[src/rtl/alu_arbiter_if.sv]
// Bundle between two requesters, the response consumer and the shared Alu.
// Ports: req0_*/req1_* requests, rsp_* response, alu_* Alu drive/return, busy.
interface alu_arbiter_if #(
    parameter int WIDTH = 32,
    parameter int OPW   = 4
);
    logic             req0_valid;
    logic             req0_ready;
    logic [OPW-1:0]   req0_op;
    logic [WIDTH-1:0] req0_a;
    logic [WIDTH-1:0] req0_b;

    logic             req1_valid;
    logic             req1_ready;
    logic [OPW-1:0]   req1_op;
    logic [WIDTH-1:0] req1_a;
    logic [WIDTH-1:0] req1_b;

    logic             rsp_valid;
    logic             rsp_ready;
    logic             rsp_id;
    logic [WIDTH-1:0] rsp_r;
    logic             rsp_zero;
    logic             rsp_err;

    logic [WIDTH-1:0] alu_x;
    logic [WIDTH-1:0] alu_y;
    logic [OPW-1:0]   alu_op;
    logic [WIDTH-1:0] alu_r;
    logic             alu_zero;

    logic             busy;

    // Arbiter side.
    modport slave (
        input  req0_valid, req0_op, req0_a, req0_b,
        output req0_ready,
        input  req1_valid, req1_op, req1_a, req1_b,
        output req1_ready,
        output rsp_valid, rsp_id, rsp_r, rsp_zero, rsp_err,
        input  rsp_ready,
        output alu_x, alu_y, alu_op,
        input  alu_r, alu_zero,
        output busy
    );

    // Requesters, response consumer and Alu side.
    modport master (
        output req0_valid, req0_op, req0_a, req0_b,
        input  req0_ready,
        output req1_valid, req1_op, req1_a, req1_b,
        input  req1_ready,
        input  rsp_valid, rsp_id, rsp_r, rsp_zero, rsp_err,
        output rsp_ready,
        input  alu_x, alu_y, alu_op,
        output alu_r, alu_zero,
        input  busy
    );
endinterface

[src/rtl/alu_arbiter.sv]
// Round-robin arbiter sharing one combinational Alu between two requesters.
// Ports: clk, rst (sync, active high), bus (alu_arbiter_if.slave).
module alu_arbiter #(
    parameter int WIDTH = 32,
    parameter int OPW   = 4
) (
    input  logic         clk,
    input  logic         rst,
    alu_arbiter_if.slave bus
);
    typedef enum logic [1:0] {
        IDLE,
        EXEC,
        RESP
    } state_t;

    state_t state;
    state_t state_nx;

    logic last_grant;
    logic id;
    logic err;
    logic grant0;
    logic grant1;
    logic accept;
    logic sel;
    logic legal;

    logic [OPW-1:0]   sel_op;
    logic [WIDTH-1:0] sel_a;
    logic [WIDTH-1:0] sel_b;

    always_ff @(posedge clk) begin
        if (rst) begin
            state <= IDLE;
        end else begin
            state <= state_nx;
        end
    end

    // Grants only exist in IDLE; on contention the requester that did not
    // win last time gets the Alu.
    always_comb begin
        state_nx = state;
        grant0   = 1'b0;
        grant1   = 1'b0;
        case (state)
            IDLE: begin
                grant0 = bus.req0_valid && (!bus.req1_valid || last_grant);
                grant1 = bus.req1_valid && (!bus.req0_valid || !last_grant);
                if (grant0 || grant1) begin
                    state_nx = EXEC;
                end
            end
            EXEC: state_nx = RESP;
            RESP: begin
                if (bus.rsp_ready) begin
                    state_nx = IDLE;
                end
            end
            default: state_nx = IDLE;
        endcase
    end

    assign bus.req0_ready = grant0;
    assign bus.req1_ready = grant1;
    assign bus.busy       = (state != IDLE);

    assign accept = grant0 || grant1;
    assign sel    = grant1;
    assign sel_op = sel ? bus.req1_op : bus.req0_op;
    assign sel_a  = sel ? bus.req1_a : bus.req0_a;
    assign sel_b  = sel ? bus.req1_b : bus.req0_b;

    always_comb begin
        case (sel_op)
            OPW'(0), OPW'(1), OPW'(2),
            OPW'(6), OPW'(7), OPW'(12): legal = 1'b1;
            default:                    legal = 1'b0;
        endcase
    end

    always_ff @(posedge clk) begin
        if (rst) begin
            last_grant    <= 1'b1;
            id            <= 1'b0;
            err           <= 1'b0;
            bus.alu_x     <= '0;
            bus.alu_y     <= '0;
            bus.alu_op    <= '0;
            bus.rsp_valid <= 1'b0;
            bus.rsp_id    <= 1'b0;
            bus.rsp_r     <= '0;
            bus.rsp_zero  <= 1'b0;
            bus.rsp_err   <= 1'b0;
        end else begin
            case (state)
                IDLE: begin
                    if (accept) begin
                        id         <= sel;
                        last_grant <= sel;
                        err        <= !legal;
                        // Illegal ops never reach the Alu inputs.
                        if (legal) begin
                            bus.alu_x  <= sel_a;
                            bus.alu_y  <= sel_b;
                            bus.alu_op <= sel_op;
                        end
                    end
                end
                EXEC: begin
                    bus.rsp_valid <= 1'b1;
                    bus.rsp_id    <= id;
                    if (err) begin
                        bus.rsp_r    <= '0;
                        bus.rsp_zero <= 1'b1;
                        bus.rsp_err  <= 1'b1;
                    end else begin
                        bus.rsp_r    <= bus.alu_r;
                        bus.rsp_zero <= bus.alu_zero;
                        bus.rsp_err  <= 1'b0;
                    end
                end
                RESP: begin
                    if (bus.rsp_ready) begin
                        bus.rsp_valid <= 1'b0;
                        bus.rsp_err   <= 1'b0;
                    end
                end
                default: ;
            endcase
        end
    end
endmodule
[src/flat_wrapper.sv]
// flat-port wrapper written by rule: the top's interface ports become plain ports
module alu_arbiter_flat 
#(
    parameter int WIDTH = 32,
    parameter int OPW   = 4
)
  (clk, rst, bus_req0_valid, bus_req0_op, bus_req0_a, bus_req0_b, bus_req0_ready, bus_req1_valid, bus_req1_op, bus_req1_a, bus_req1_b, bus_req1_ready, bus_rsp_valid, bus_rsp_id, bus_rsp_r, bus_rsp_zero, bus_rsp_err, bus_rsp_ready, bus_alu_x, bus_alu_y, bus_alu_op, bus_alu_r, bus_alu_zero, bus_busy);
  alu_arbiter_if #(.WIDTH(WIDTH), .OPW(OPW)) bus_i ();
  input  logic clk;
  input  logic rst;
  input wire logic [$bits(bus_i.req0_valid)-1:0] bus_req0_valid;
  input wire logic [$bits(bus_i.req0_op)-1:0] bus_req0_op;
  input wire logic [$bits(bus_i.req0_a)-1:0] bus_req0_a;
  input wire logic [$bits(bus_i.req0_b)-1:0] bus_req0_b;
  output wire logic [$bits(bus_i.req0_ready)-1:0] bus_req0_ready;
  input wire logic [$bits(bus_i.req1_valid)-1:0] bus_req1_valid;
  input wire logic [$bits(bus_i.req1_op)-1:0] bus_req1_op;
  input wire logic [$bits(bus_i.req1_a)-1:0] bus_req1_a;
  input wire logic [$bits(bus_i.req1_b)-1:0] bus_req1_b;
  output wire logic [$bits(bus_i.req1_ready)-1:0] bus_req1_ready;
  output wire logic [$bits(bus_i.rsp_valid)-1:0] bus_rsp_valid;
  output wire logic [$bits(bus_i.rsp_id)-1:0] bus_rsp_id;
  output wire logic [$bits(bus_i.rsp_r)-1:0] bus_rsp_r;
  output wire logic [$bits(bus_i.rsp_zero)-1:0] bus_rsp_zero;
  output wire logic [$bits(bus_i.rsp_err)-1:0] bus_rsp_err;
  input wire logic [$bits(bus_i.rsp_ready)-1:0] bus_rsp_ready;
  output wire logic [$bits(bus_i.alu_x)-1:0] bus_alu_x;
  output wire logic [$bits(bus_i.alu_y)-1:0] bus_alu_y;
  output wire logic [$bits(bus_i.alu_op)-1:0] bus_alu_op;
  input wire logic [$bits(bus_i.alu_r)-1:0] bus_alu_r;
  input wire logic [$bits(bus_i.alu_zero)-1:0] bus_alu_zero;
  output wire logic [$bits(bus_i.busy)-1:0] bus_busy;
  assign bus_i.req0_valid = bus_req0_valid;
  assign bus_i.req0_op = bus_req0_op;
  assign bus_i.req0_a = bus_req0_a;
  assign bus_i.req0_b = bus_req0_b;
  assign bus_req0_ready = bus_i.req0_ready;
  assign bus_i.req1_valid = bus_req1_valid;
  assign bus_i.req1_op = bus_req1_op;
  assign bus_i.req1_a = bus_req1_a;
  assign bus_i.req1_b = bus_req1_b;
  assign bus_req1_ready = bus_i.req1_ready;
  assign bus_rsp_valid = bus_i.rsp_valid;
  assign bus_rsp_id = bus_i.rsp_id;
  assign bus_rsp_r = bus_i.rsp_r;
  assign bus_rsp_zero = bus_i.rsp_zero;
  assign bus_rsp_err = bus_i.rsp_err;
  assign bus_i.rsp_ready = bus_rsp_ready;
  assign bus_alu_x = bus_i.alu_x;
  assign bus_alu_y = bus_i.alu_y;
  assign bus_alu_op = bus_i.alu_op;
  assign bus_i.alu_r = bus_alu_r;
  assign bus_i.alu_zero = bus_alu_zero;
  assign bus_busy = bus_i.busy;
  alu_arbiter #(.WIDTH(WIDTH), .OPW(OPW)) u_core (.clk(clk), .rst(rst), .bus(bus_i));
endmodule
[config.mk]
export PLATFORM = sky130hd
export DESIGN_NAME = alu_arbiter_flat
export DESIGN_NICKNAME = d
export VERILOG_FILES = /design/src/rtl/alu_arbiter_if.sv /design/src/rtl/alu_arbiter.sv /design/src/flat_wrapper.sv
export SDC_FILE = /design/constraint.sdc
export NUM_CORES = 1
export LEC_CHECK = 0
export CAP_MARGIN = 20
export CORE_AREA = 2 2 109 132
export CTS_BUF_LIST = sky130_fd_sc_hd__clkbuf_8
export CTS_CLUSTER_SIZE = 30
export DETAILED_ROUTE_END_ITERATION = 8
export DIE_AREA = 0 0 111 134
export GPL_TIMING_DRIVEN = 1
export PLACE_DENSITY = 0.88
export SYNTH_ARGS = -nofsm -noshare
export SYNTH_HDL_FRONTEND = slang
export SYNTH_SLANG_ARGS = --single-unit
[constraint.sdc]
create_clock -name clk -period 1.9 [get_ports clk]
set_input_delay 0.19 -clock clk [delete_from_list [all_inputs] [get_ports clk]]
set_output_delay 0.19 -clock clk [all_outputs]
set_load 0.02 [all_outputs]
==> metrics.md <==
| Metric | Value |
|---|---|
| Hold Path Class | `in2reg` |
| Worst-Skew Late Latency | `0.37 ns` |
| Routed wl met3 | `1.33 mm` |
| Startpoint type of the worst setup path | `flip-flop` |
| Crit Path Class | `reg2reg` |
| Sequential area share after synthesis | `39.7%` |
| Hold buffer count at cts | `0` |
| Final slew viol count | `0` |
| Initial Util | `just over 40%` |
| Post-Synth Adder-Cell Area | `0%` |
| Initial antenna violation count | `0` |
| # diodes | `0` |
| Most common cell after layout, fill and taps aside | `clkdlybuf4s50_1` |
| Post-synthesis simple-gate area fraction | `9.37%` |
| Compound-Gate Fraction of Synth Area | `30.8%` |
| RSZ-0062 raised after global routing | `true` |
| Uppermost layer routed | `met4` |
| Final global-route overflow total | `0` |
| Fillers | `roughly 1.0k` |
| Hold path startpoint | `rst` |
| PwrDens | `736 nW/um^2` |
| Fin nets | `978` |
| Slowest CP cell | `or3b_1` |
| R2r worst-path depth | `6` |
| Avg Inst Size Synth | `10.3 um^2` |
| Pwr Total | `6.52 mW` |
| Largest net degree at the start of global routing | `51` |
| CP Cell Sequence | `or3b_1, a21oi_4, buf_4, a22o_4, buf_4, a211oi_2` |
| GR Util All Layers | `between 20% and 30%` |
| Worst slew pin tran | `0.772 ns` |
| # rows | `47` |
| Hold Slack | `0.274 ns` |
| Worst endpoint data arrival time | `2.09 ns` |
| Worst Path Required | `2.14 ns` |
| Yosys reg bits | `109` |
| Total of warnings raised by yosys | `0` |
| Slew HR | `between 40 and 50%` |
| Final worst path period share | `97.3%` |
| Synth Instances | `532` |
| Xor and xnor area share after synthesis | `0%` |
| Drt drc | `0` |
| Placed cell area | `8590 um^2` |
| Clk buf depth | `2` |
| Die area | `approximately 15,000 um^2` |
| Via count | `5,672` |
| CP peak stage delay | `0.44 ns` |
| Crit path depth | `6` |
| Minimum clock period | `1.85 ns` |
| First-pass GRT wire length | `28.9 mm` |
| Setup Slack @ Placement | `-0.331 ns` |
| Crit path max-delay family | `compound AO/OA/AOI/OAI gates` |
| P_leak | `3.21 nW` |
| Cell mode on critical path | `buf_4` |
| Post-Layout Cell Count | `about 1,000` |
| Critical Path Sink Type | `flip-flop` |
| CTS tree | `yes` |
| Setup Skew | `0.0152 ns` |
| Routed WL | `18.8 mm` |
| Final worst setup slack | `0.0519 ns` |
| Final Hold Vio Count | `0` |
| First drt pass iteration count | `5` |
| Layout cells sized above 1 | `roughly 17%` |
| Fmax | `541 MHz` |
| Main combinational cell family by area after synthesis | `compound AO/OA/AOI/OAI gates` |
| CTS root buffer | `clkbuf_8` |
| Routability cong. | `0.786` |
| Vias in the first global route | `5,756` |
| Post-synthesis mux area share | `12.4%` |
| Area of the multi-input gates | `2930 um^2` |
| CTS buffer count | `9` |
| Worst-path fanout max | `9` |
| Port Buffers | `between 200 and 300` |
| FF+latch area | `around 2200 um^2` |
| Final antenna-violating net count | `0` |
| Die Y | `around 130 um` |
| WHS Path Cells | `2` |
| Critical Path Start | `u_core.state[1]` |
| Final setup fails | `0` |
| Most frequent cells in the layout | `clkdlybuf4s50_1, dfxtp_1, a221oi_1` |
| Drt first-iter violations | `248` |
| Final Cell Area | `8860 um^2` |
| Syn-to-layout area delta | `61.0%` |
| Hpwl dp | `approximately 14 mm` |
| Maximum VDD drop | `roughly 0.44 mV` |
| DR WL/cell | `19.2 um` |
| CTS clk-pin slew, worst paths | `0.11 ns` |
| IO Count | `281` |
| Status | `finished clean` |
| Crit path buf inv count | `2` |
| Placed cell count | `961` |
| Sinks on Clock Net | `109` |
| Die Width | `111 um` |
| H-tree Lvls | `3` |
| Syn nets | `706` |
| Met1 Wirelength | `7.09 mm` |
| Routed wl met2 | `slightly below 10 mm` |
| Number of max-cap violations | `0` |
| DR vias/cell | `5.79` |
| Synth Cell Area | `5500 um^2` |
| Core area | `13,600 um^2` |
| Reg-to-Reg Start | `u_core.state[1]` |
| Yosys cell types | `32` |
where the power goes:
group | switching, mW | internal (mW)
Sequential | 0.137 | 2.51
Combinational | 1.25 | 1.29
Clock | 0.789 | 0.539
Total | 2.18 | 4.34
registers in the layout (all words and copies together), names as in the netlist:
register	flops
u_core.state	2
u_core.bus.alu_x	32
u_core.bus.rsp_valid	1
u_core.bus.rsp_id	1
u_core.bus.alu_op	4
u_core.id	1
u_core.bus.rsp_err	1
u_core.bus.alu_y	32
u_core.err	1
u_core.last_grant	1
u_core.bus.rsp_r	32
u_core.bus.rsp_zero	1
final timing paths:
path                           to  slack, ns
max          u_core.bus.alu_y[25]       0.05
min          u_core.bus.alu_x[11]       0.27
max reg2reg  u_core.bus.alu_y[25]       0.05
min reg2reg     u_core.bus.rsp_id       0.47
kinds of logic (layout without fill, tap and decap cells):
| family | count (synthesis) | after routing |
|---|---|---|
| AO/OA/AOI/OAI | 184 | 184 |
| flip-flops | 109 | 109 |
| AND/OR/NAND/NOR | 98 | 98 |
| buffers and inverters | 73 | 349 |
| multiplexers | 68 | 68 |
cell usage after synthesis (all sizes together):
cell / instances / area (um^2)
dfxtp: 109 / 2180
inv: 8 / 30.0
a2111oi: 1 / 8.76
and4bb: 2 / 25.0
nand2: 5 / 18.8
nor2: 44 / 173
o211ai: 3 / 22.5
a21oi: 39 / 199
clkbuf: 42 / 158
buf: 23 / 238
mux2i: 66 / 661
o221a: 2 / 22.5
nor3: 4 / 20.0
a22o: 1 / 8.76
nor2b: 1 / 6.26
a211oi: 68 / 826
o21ai: 2 / 10.0
or3b: 3 / 28.8
nand2b: 6 / 37.5
and3: 32 / 200
a221oi: 66 / 578
mux2: 2 / 22.5
and2: 1 / 6.26
a311o: 2 / 20.0
layout make-up:
cell class,instances,share of cell area (%)
inverters,8,0.339
repair buffers,326,37.5
flip-flops and latches,109,24.6
clock buffers,11,1.71
well taps,171,2.42
multi-input cells,350,33.1
clock inverters,4,0.282
metrics by stage:
| step | setup TNS [ns] | utilization, % |
|---|---|---|
| after CTS | 0 | 64.6 |
| after detailed placement | -19.84 | 63.2 |
| after global placement | -16.97 | 63.2 |
| final | 0 | 65.2 |
| after floorplan | 0 | - |
| after global routing | -0.0636 | 65.2 |
layer usage:
metal,global-route usage [%],vias to the layer above
met1,25.7,2754
met5,0,-
li1,-,2599
met2,43.6,272
met4,9.86,0
met3,5.83,47
what timing repair did:
item,CTS,global route
pin swaps,0,1
buffers inserted,0,1
endpoints found under the hold margin,0,0
resized for setup,6,10
endpoints found under the setup margin,4,24
cloned,0,2
Power figures use the tool's default switching activity.
